### config.mk
export PLATFORM = sky130hd
export DESIGN_NAME = bitmap_scanout
export DESIGN_NICKNAME = d
export VERILOG_FILES = /design/src/rtl/video_scan_pkg.sv /design/src/rtl/video_timing_gen.sv /design/src/rtl/bitmap_scanout.sv
export SDC_FILE = /design/constraint.sdc
export NUM_CORES = 1
export LEC_CHECK = 0
export ABC_AREA = 1
export BUFFER_PORTS_ARGS = -buffer_cell sky130_fd_sc_hd__buf_2
export CORE_ASPECT_RATIO = 0.6
export CORE_MARGIN = 3
export CORE_UTILIZATION = 55
export CTS_CLUSTER_DIAMETER = 120
export DETAILED_ROUTE_END_ITERATION = 16
export PLACE_DENSITY_LB_ADDON = 0.08
export SLEW_MARGIN = 10
export SYNTH_ARGS = -nofsm -noshare
export SYNTH_HDL_FRONTEND = slang
export SYNTH_SLANG_ARGS = --single-unit
### constraint.sdc
create_clock -name clk -period 3.4 [get_ports clk]
set_input_delay 0.17 -clock clk [delete_from_list [all_inputs] [get_ports clk]]
set_output_delay 0.17 -clock clk [all_outputs]
set_load 0.02 [all_outputs]
### src/rtl/video_scan_pkg.sv
// rtl/video_scan_pkg.sv - shared types, defaults and helpers for the bitmap scan-out engine
//
// Purpose : default 640x480 timing, colour type and defaults, pipeline control
//           record and small elaboration-time helpers.
// Ports   : none (package).
package video_scan_pkg;

  localparam int DEF_H_ACTIVE = 640;
  localparam int DEF_H_FP     = 16;
  localparam int DEF_H_SYNC   = 96;
  localparam int DEF_H_BP     = 48;
  localparam int DEF_V_ACTIVE = 480;
  localparam int DEF_V_FP     = 10;
  localparam int DEF_V_SYNC   = 2;
  localparam int DEF_V_BP     = 33;

  typedef logic [23:0] rgb_t;

  localparam rgb_t DEF_FG_RGB = 24'h3465A4;
  localparam rgb_t DEF_BG_RGB = 24'h2D0922;

  // Control bits travelling alongside the memory read through the latency line.
  typedef struct packed {
    logic de;
    logic hs;
    logic vs;
    logic fs;
    logic fetch;
    logic hit;
  } pipe_ctl_t;

  function automatic int timing_total(input int active, input int fp, input int sync, input int bp);
    return active + fp + sync + bp;
  endfunction

  function automatic int words_per_line(input int h_active, input int word_w, input int scale_x);
    return h_active / (word_w * scale_x);
  endfunction

  // One spare code so that "total" itself is representable in compares.
  function automatic int cnt_width(input int total);
    return $clog2(total + 1);
  endfunction

endpackage

### src/rtl/video_timing_gen.sv
// rtl/video_timing_gen.sv - x/y raster counters with sync, active and frame-start decode
//
// Purpose : free-running pixel/line counters and their combinational decodes.
// Ports   : i_clk, i_rst (async, active-high)
//           o_x, o_y    current counter state
//           o_active    x < H_ACTIVE and y < V_ACTIVE
//           o_hsync     inside horizontal sync window (active-high, unpolarised)
//           o_vsync     inside vertical sync window (active-high, unpolarised)
//           o_first     counter is at (0,0)
module video_timing_gen
  import video_scan_pkg::*;
#(
  parameter int H_ACTIVE = DEF_H_ACTIVE,
  parameter int H_FP     = DEF_H_FP,
  parameter int H_SYNC   = DEF_H_SYNC,
  parameter int H_BP     = DEF_H_BP,
  parameter int V_ACTIVE = DEF_V_ACTIVE,
  parameter int V_FP     = DEF_V_FP,
  parameter int V_SYNC   = DEF_V_SYNC,
  parameter int V_BP     = DEF_V_BP,
  parameter int XW       = cnt_width(timing_total(H_ACTIVE, H_FP, H_SYNC, H_BP)),
  parameter int YW       = cnt_width(timing_total(V_ACTIVE, V_FP, V_SYNC, V_BP))
) (
  input  logic          i_clk,
  input  logic          i_rst,
  output logic [XW-1:0] o_x,
  output logic [YW-1:0] o_y,
  output logic          o_active,
  output logic          o_hsync,
  output logic          o_vsync,
  output logic          o_first
);

  localparam int H_TOTAL = timing_total(H_ACTIVE, H_FP, H_SYNC, H_BP);
  localparam int V_TOTAL = timing_total(V_ACTIVE, V_FP, V_SYNC, V_BP);

  logic [XW-1:0] r_x;
  logic [YW-1:0] r_y;

  always_ff @(posedge i_clk or posedge i_rst) begin
    if (i_rst) begin
      r_x <= '0;
      r_y <= '0;
    end else if (r_x == XW'(H_TOTAL - 1)) begin
      r_x <= '0;
      r_y <= (r_y == YW'(V_TOTAL - 1)) ? '0 : r_y + YW'(1);
    end else begin
      r_x <= r_x + XW'(1);
    end
  end

  assign o_x      = r_x;
  assign o_y      = r_y;
  assign o_active = (r_x < XW'(H_ACTIVE)) && (r_y < YW'(V_ACTIVE));
  assign o_hsync  = (r_x >= XW'(H_ACTIVE + H_FP)) && (r_x < XW'(H_ACTIVE + H_FP + H_SYNC));
  assign o_vsync  = (r_y >= YW'(V_ACTIVE + V_FP)) && (r_y < YW'(V_ACTIVE + V_FP + V_SYNC));
  assign o_first  = (r_x == '0) && (r_y == '0);

endmodule

### src/rtl/bitmap_scanout.sv
// rtl/bitmap_scanout.sv - 1-bpp bitmap scan-out with latency-compensated fetch and blinking cursor
//
// Purpose : fetch bitmap words, expand to scaled RGB, overlay cursor, emit
//           pixel-aligned sync/DE. Counter state at t reaches the outputs at t+MEM_LAT+2.
// Ports   : clk, rst (async, active-high)
//           mem_data in / mem_addr, mem_rd out   display memory read port
//           sys_addr in                          forwarded on mem_addr when not fetching
//           cursor_en, cursor_addr in            word-cursor overlay control
//           hsync, vsync, de, rgb, frame_start   registered video outputs
module bitmap_scanout
  import video_scan_pkg::*;
#(
  parameter int   H_ACTIVE     = DEF_H_ACTIVE,
  parameter int   H_FP         = DEF_H_FP,
  parameter int   H_SYNC       = DEF_H_SYNC,
  parameter int   H_BP         = DEF_H_BP,
  parameter int   V_ACTIVE     = DEF_V_ACTIVE,
  parameter int   V_FP         = DEF_V_FP,
  parameter int   V_SYNC       = DEF_V_SYNC,
  parameter int   V_BP         = DEF_V_BP,
  parameter bit   HSYNC_POL    = 1'b1,
  parameter bit   VSYNC_POL    = 1'b1,
  parameter int   WORD_W       = 32,
  parameter int   SCALE_X      = 2,
  parameter int   SCALE_Y      = 2,
  parameter int   MEM_LAT      = 1,
  parameter int   ADDR_W       = 16,
  parameter int   MEM_OFFSET   = 0,
  parameter rgb_t FG_RGB       = DEF_FG_RGB,
  parameter rgb_t BG_RGB       = DEF_BG_RGB,
  parameter int   BLINK_FRAMES = 30
) (
  input  logic              clk,
  input  logic              rst,
  input  logic [WORD_W-1:0] mem_data,
  output logic [ADDR_W-1:0] mem_addr,
  output logic              mem_rd,
  input  logic [ADDR_W-1:0] sys_addr,
  input  logic              cursor_en,
  input  logic [ADDR_W-1:0] cursor_addr,
  output logic              hsync,
  output logic              vsync,
  output logic              de,
  output logic [23:0]       rgb,
  output logic              frame_start
);

  localparam int PPW = WORD_W * SCALE_X;
  localparam int WPL = words_per_line(H_ACTIVE, WORD_W, SCALE_X);
  localparam int XW  = cnt_width(timing_total(H_ACTIVE, H_FP, H_SYNC, H_BP));
  localparam int YW  = cnt_width(timing_total(V_ACTIVE, V_FP, V_SYNC, V_BP));
  localparam int IW  = (WORD_W > 1) ? $clog2(WORD_W) : 1;
  localparam int FW  = (BLINK_FRAMES > 1) ? $clog2(BLINK_FRAMES + 1) : 1;

  logic [XW-1:0] w_x;
  logic [YW-1:0] w_y;
  logic          w_active, w_hs, w_vs, w_first;

  video_timing_gen #(
    .H_ACTIVE(H_ACTIVE), .H_FP(H_FP), .H_SYNC(H_SYNC), .H_BP(H_BP),
    .V_ACTIVE(V_ACTIVE), .V_FP(V_FP), .V_SYNC(V_SYNC), .V_BP(V_BP)
  ) u_timing (
    .i_clk   (clk),
    .i_rst   (rst),
    .o_x     (w_x),
    .o_y     (w_y),
    .o_active(w_active),
    .o_hsync (w_hs),
    .o_vsync (w_vs),
    .o_first (w_first)
  );

  // Fetch address and bit index, derived from the counter state.
  logic [31:0]       w_row, w_col, w_sub;
  logic              w_fetch;
  logic [ADDR_W-1:0] w_fetch_addr;
  logic [IW-1:0]     w_bit_idx;

  assign w_row        = 32'(w_y) / 32'(SCALE_Y);
  assign w_col        = 32'(w_x) / 32'(PPW);
  assign w_sub        = 32'(w_x) % 32'(PPW);
  assign w_fetch      = w_active && (w_sub == 32'd0);
  assign w_fetch_addr = ADDR_W'(32'(MEM_OFFSET) + w_row * 32'(WPL) + w_col);
  assign w_bit_idx    = IW'(w_sub / 32'(SCALE_X));

  // Blink state. r_phase flips on output frame_start; r_phase_frame holds the
  // phase used by fetches so a toggle only lands at the next (0,0).
  logic [FW-1:0] r_frame_cnt;
  logic          r_phase, r_phase_frame;
  logic          w_phase_eff, w_hit;

  assign w_phase_eff = w_first ? r_phase : r_phase_frame;
  assign w_hit       = cursor_en && (w_fetch_addr == cursor_addr) &&
                       ((BLINK_FRAMES == 0) || w_phase_eff);

  always_ff @(posedge clk or posedge rst) begin
    if (rst) begin
      r_frame_cnt   <= '0;
      r_phase       <= 1'b0;
      r_phase_frame <= 1'b0;
    end else begin
      if (w_first) r_phase_frame <= r_phase;
      if ((BLINK_FRAMES > 0) && frame_start) begin
        if (r_frame_cnt == FW'(BLINK_FRAMES - 1)) begin
          r_frame_cnt <= '0;
          r_phase     <= ~r_phase;
        end else begin
          r_frame_cnt <= r_frame_cnt + FW'(1);
        end
      end
    end
  end

  // Address register plus control delay line. Entry 0 is aligned with
  // mem_addr; entry MEM_LAT is aligned with the returning mem_data.
  pipe_ctl_t     r_ctl [0:MEM_LAT];
  logic [IW-1:0] r_idx [0:MEM_LAT];

  always_ff @(posedge clk or posedge rst) begin
    if (rst) begin
      mem_addr <= '0;
      mem_rd   <= 1'b0;
      for (int i = 0; i <= MEM_LAT; i++) begin
        r_ctl[i] <= '0;
        r_idx[i] <= '0;
      end
    end else begin
      mem_addr <= w_fetch ? w_fetch_addr : sys_addr;
      mem_rd   <= w_fetch;
      r_ctl[0] <= '{de: w_active, hs: w_hs, vs: w_vs, fs: w_first,
                    fetch: w_fetch, hit: w_fetch && w_hit};
      r_idx[0] <= w_bit_idx;
      for (int i = 1; i <= MEM_LAT; i++) begin
        r_ctl[i] <= r_ctl[i-1];
        r_idx[i] <= r_idx[i-1];
      end
    end
  end

  // Output stage: on a fetch slot the fresh mem_data is used directly so the
  // word's first pixel costs no extra cycle; later pixels read the held copy.
  pipe_ctl_t         w_out;
  logic [WORD_W-1:0] r_word, w_word;
  logic              r_hit, w_hit_cur, w_bit;

  assign w_out     = r_ctl[MEM_LAT];
  assign w_word    = w_out.fetch ? mem_data : r_word;
  assign w_hit_cur = w_out.fetch ? w_out.hit : r_hit;
  assign w_bit     = w_word[r_idx[MEM_LAT]];

  always_ff @(posedge clk or posedge rst) begin
    if (rst) begin
      r_word      <= '0;
      r_hit       <= 1'b0;
      de          <= 1'b0;
      rgb         <= '0;
      hsync       <= ~HSYNC_POL;
      vsync       <= ~VSYNC_POL;
      frame_start <= 1'b0;
    end else begin
      if (w_out.fetch) begin
        r_word <= mem_data;
        r_hit  <= w_out.hit;
      end
      de          <= w_out.de;
      rgb         <= w_out.de ? ((w_bit ^ w_hit_cur) ? FG_RGB : BG_RGB) : '0;
      hsync       <= w_out.hs ? HSYNC_POL : ~HSYNC_POL;
      vsync       <= w_out.vs ? VSYNC_POL : ~VSYNC_POL;
      frame_start <= w_out.fs;
    end
  end

endmodule
==> impl_metrics.csv <==
group,metric,value,unit
status,status,"finished, final reports clean",
cts,root_buffer,"clkbuf_16",
cts,clk_pin_slew_worst_paths,0.07,ns
worst_setup_path,worst_ep_required_time,3.67,ns
yosys,synth_ff_type,"dfrtp_1",
layout,multi_input_area,0.00246,mm²
worst_setup_path,slowest_delay,0.51,ns
power_and_ir_drop,ir_drop,0.249,mV
floorplanning,initial_utilization,0.572,
yosys,yosys_warnings,0,
floorplanning,row_count,28,
layout,regArea,0.00260,mm²
cts,htreeDepth,3,
cts,cts_resized,0,
yosys,async_flop_share,1.00,
timing,setup_viol,0,
yosys,synth-seq-cells,104,
global_routing,grt_overflow,0,
layout,nets,890,
floorplanning,pin_count,112,
global_routing,track_usage,0.231,
worst_setup_path,cp_slowest_cell,"fa_1",
timing,hold_ws,0.0292,ns
yosys,synth.distinct_cells,39,
worst_setup_path,critical_path.max_fanout,5,
global_routing,antenna_found_initial,1,
worst_setup_path,critPathCaptureType,"flip-flop",
routing,first_iter_violations,288,
worst_setup_path,worstSetupPathType,"flip-flop to flip-flop",
worst_setup_path,crit_arrival,3.02,ns
global_routing,grt_first_pass_wirelength,21200,µm
cts,post_cts_buffers,0,
floorplanning,core_area,0.0100,mm²
global_routing,grt_max_degree,62,
floorplanning,die_y,85.1,µm
cts,clk_path_buf_depth,2,
timing,fin_skew,0.00422,ns
yosys,synth_edf_count,0,
layout,layout-drive-gt1-share,0.213,
floorplanning,fp.dieW,138,µm
layout,layout_common_cells,"185 x nand2_1, 107 x inv_1, 103 x dfrtp_1",
yosys,ys_seq_area_frac,0.454,
min_path,hp-class,"primary input to flip-flop",
yosys,synth.top_cell.area_share,0.454,
worst_setup_path,path_common_cell,"nand2_1",
timing,tightest_slew,0.752,ns
yosys,synth_cells,709,
yosys,syn_area,0.00573,mm²
layout,layout_commonest_cell,"nand2_1",
layout,syn2layout_area_growth,13.2,%
cts,numCtsBuffers,9,
layout,fillers,849,
timing,hold_viol_final,0,
power_and_ir_drop,power_density,380,mW/mm²
min_path,hold_depth,3,
routing,vias,4696,
cts,ctsHoldBuffers,1,
placed_design,port_buffers,101,
timing,fin_setup_tns,0,ns
worst_setup_path,start_kind,"flip-flop",
routing,wl_per_cell,13.6,µm
cts,clock-sinks,104,
job,max-cap-violations,0,
worst_setup_path,worst-r2r-cell-count,15,
timing,fmax,363,MHz
placed_design,dp_hpwl,9740,µm
routing,drc,0,
power_and_ir_drop,p_leak,3.45,nW
routing,drt_pass1_iterations,5,
cts,clock_latency,0.34,ns
timing,period_minus_slack,2.75,ns
routing,vias_per_cell,5.00,
yosys,synth_area_leader_cell,"dfrtp_1",
floorplanning,die-area,0.0117,mm²
timing,rsz0062_at_grt,"no",
routing,wirelength,12800,µm
routing,drtAntennaViolNets,0,
timing,slew_viol_final,0,
placed_design,place_congestion,0.864,
cts,cts_tree,"done",
timing,relSlewSlack,0.499,
global_routing,grt_pass1_vias,4375,
yosys,ys_top_cells_by_area,"dfrtp_1 45%, nand2_1 12%, inv_1 7.1%",
timing,finalCritPeriodShare,0.810,
yosys,synth.avg_cell_area,8.09,µm²
worst_setup_path,crit_chain,"ha_1 -> ha_1 -> fa_1 -> nand2_1 -> inv_1 -> nand2_1 -> nor2_1 -> nand2_2 -> nor2_2 -> nand3_1 -> nand2_1 -> nand2_1 -> nand2_1 -> nand3_1 -> nor3_2",
-- synth_stat cells (2+ instances only) --
master	instances
clkbuf_1	3
xor2_1	5
nor4_1	2
nor2_1	52
nand3b_1	4
nor3b_1	2
inv_1	108
buf_4	25
o21ai_2	26
nand4_1	5
fa_1	2
o22ai_1	3
nand2_1	185
o21ai_1	4
ha_1	23
o21ai_0	22
nor2_2	4
a21oi_1	16
nor3_1	14
nand2_2	11
or2_2	2
buf_8	2
nand3_1	62
dfrtp_1	104
xnor2_1	3
nor3_2	2
buf_2	3
buf_6	3
a31oi_1	2
-- cell type report --
type	count	share of cell area
diodes	1	0.000385
clock buffers	11	0.0358
clock inverters	5	0.00867
inverters	109	0.0634
multi-input cells	468	0.379
flip-flops and latches	104	0.401
well taps	135	0.0260
repair buffers	106	0.0860
-- where the power goes --
group	leakage [nW]	internal [mW]	switching [mW]
registers	1.27	1.27	0.00881
logic	2.03	0.0661	0.112
clock network	0.140	0.572	0.444
total	3.45	1.90	0.565
-- routing by layer --
metal	up-vias	wire length [µm]	track usage
met2	158	5340	0.334
met5	-	0	0
met1	2141	6290	0.357
met3	11	979	0.0438
li1	2386	-	-
met4	0	146	0.0628
-- state kept, by name (all words and copies together) (netlist names), 3 cells and up --
name,count
r_ctl,12
r_word,32
u_timing.o_y,10
r_frame_cnt,5
u_timing.o_x,10
r_idx,10
rgb,3
mem_addr,16
-- critical path: cells and delay by family (launching register included) --
kind | cells | cell delay [ns]
AND/OR/NAND/NOR | 11 | 1.04
adder cells (fa/ha/maj) | 3 | 1.09
buffers and inverters | 1 | 0.09
flip-flops | 1 | 0.45
-- path summary, 6_finish.rpt --
check                               to             from  slack (ns)
max                           r_ctl[6]  u_timing.o_y[2]        0.65
min reg2reg                   r_ctl[4]        r_ctl[10]        0.35
max in group asynchronous     r_idx[7]              rst        2.19
min                        mem_addr[4]      sys_addr[4]        0.03
min in group asynchronous      rgb[19]              rst        0.51
max reg2reg                   r_ctl[6]  u_timing.o_y[2]        0.65
-- per-stage QoR --
stage / worst slack (ns) / power, mW / std cells / utilization / cell area [µm²]
6_report: 0.647 / 2.47 / 939 / 0.648 / 6490
5_1_grt: 0.335 / 2.57 / 939 / 0.648 / 6490
4_1_cts: 0.657 / 2.49 / 938 / 0.648 / 6490
3_5_place_dp: 0.674 / 1.48 / 921 / 0.618 / 6190
3_3_place_gp: 0.758 / 1.47 / 921 / 0.618 / 6190
2_1_floorplan: 0.498 / 1.41 / 718 / - / 5770
-- cells by family (layout without fill, tap and decap cells) --
logic type / Yosys count / count (layout) / share of synthesized area
and+or+nand+nor: 349 / 349 / 0.266
buffers and inverters: 146 / 231 / 0.123
DFF: 104 / 104 / 0.454
AOI/OAI and AO/OA: 76 / 76 / 0.0871
adders and majority gates: 25 / 25 / 0.0572
xor gates and xnor gates: 8 / 8 / 0.0122
other: 1 / 11 / 0.000654
(Power assumes the default switching activity.)
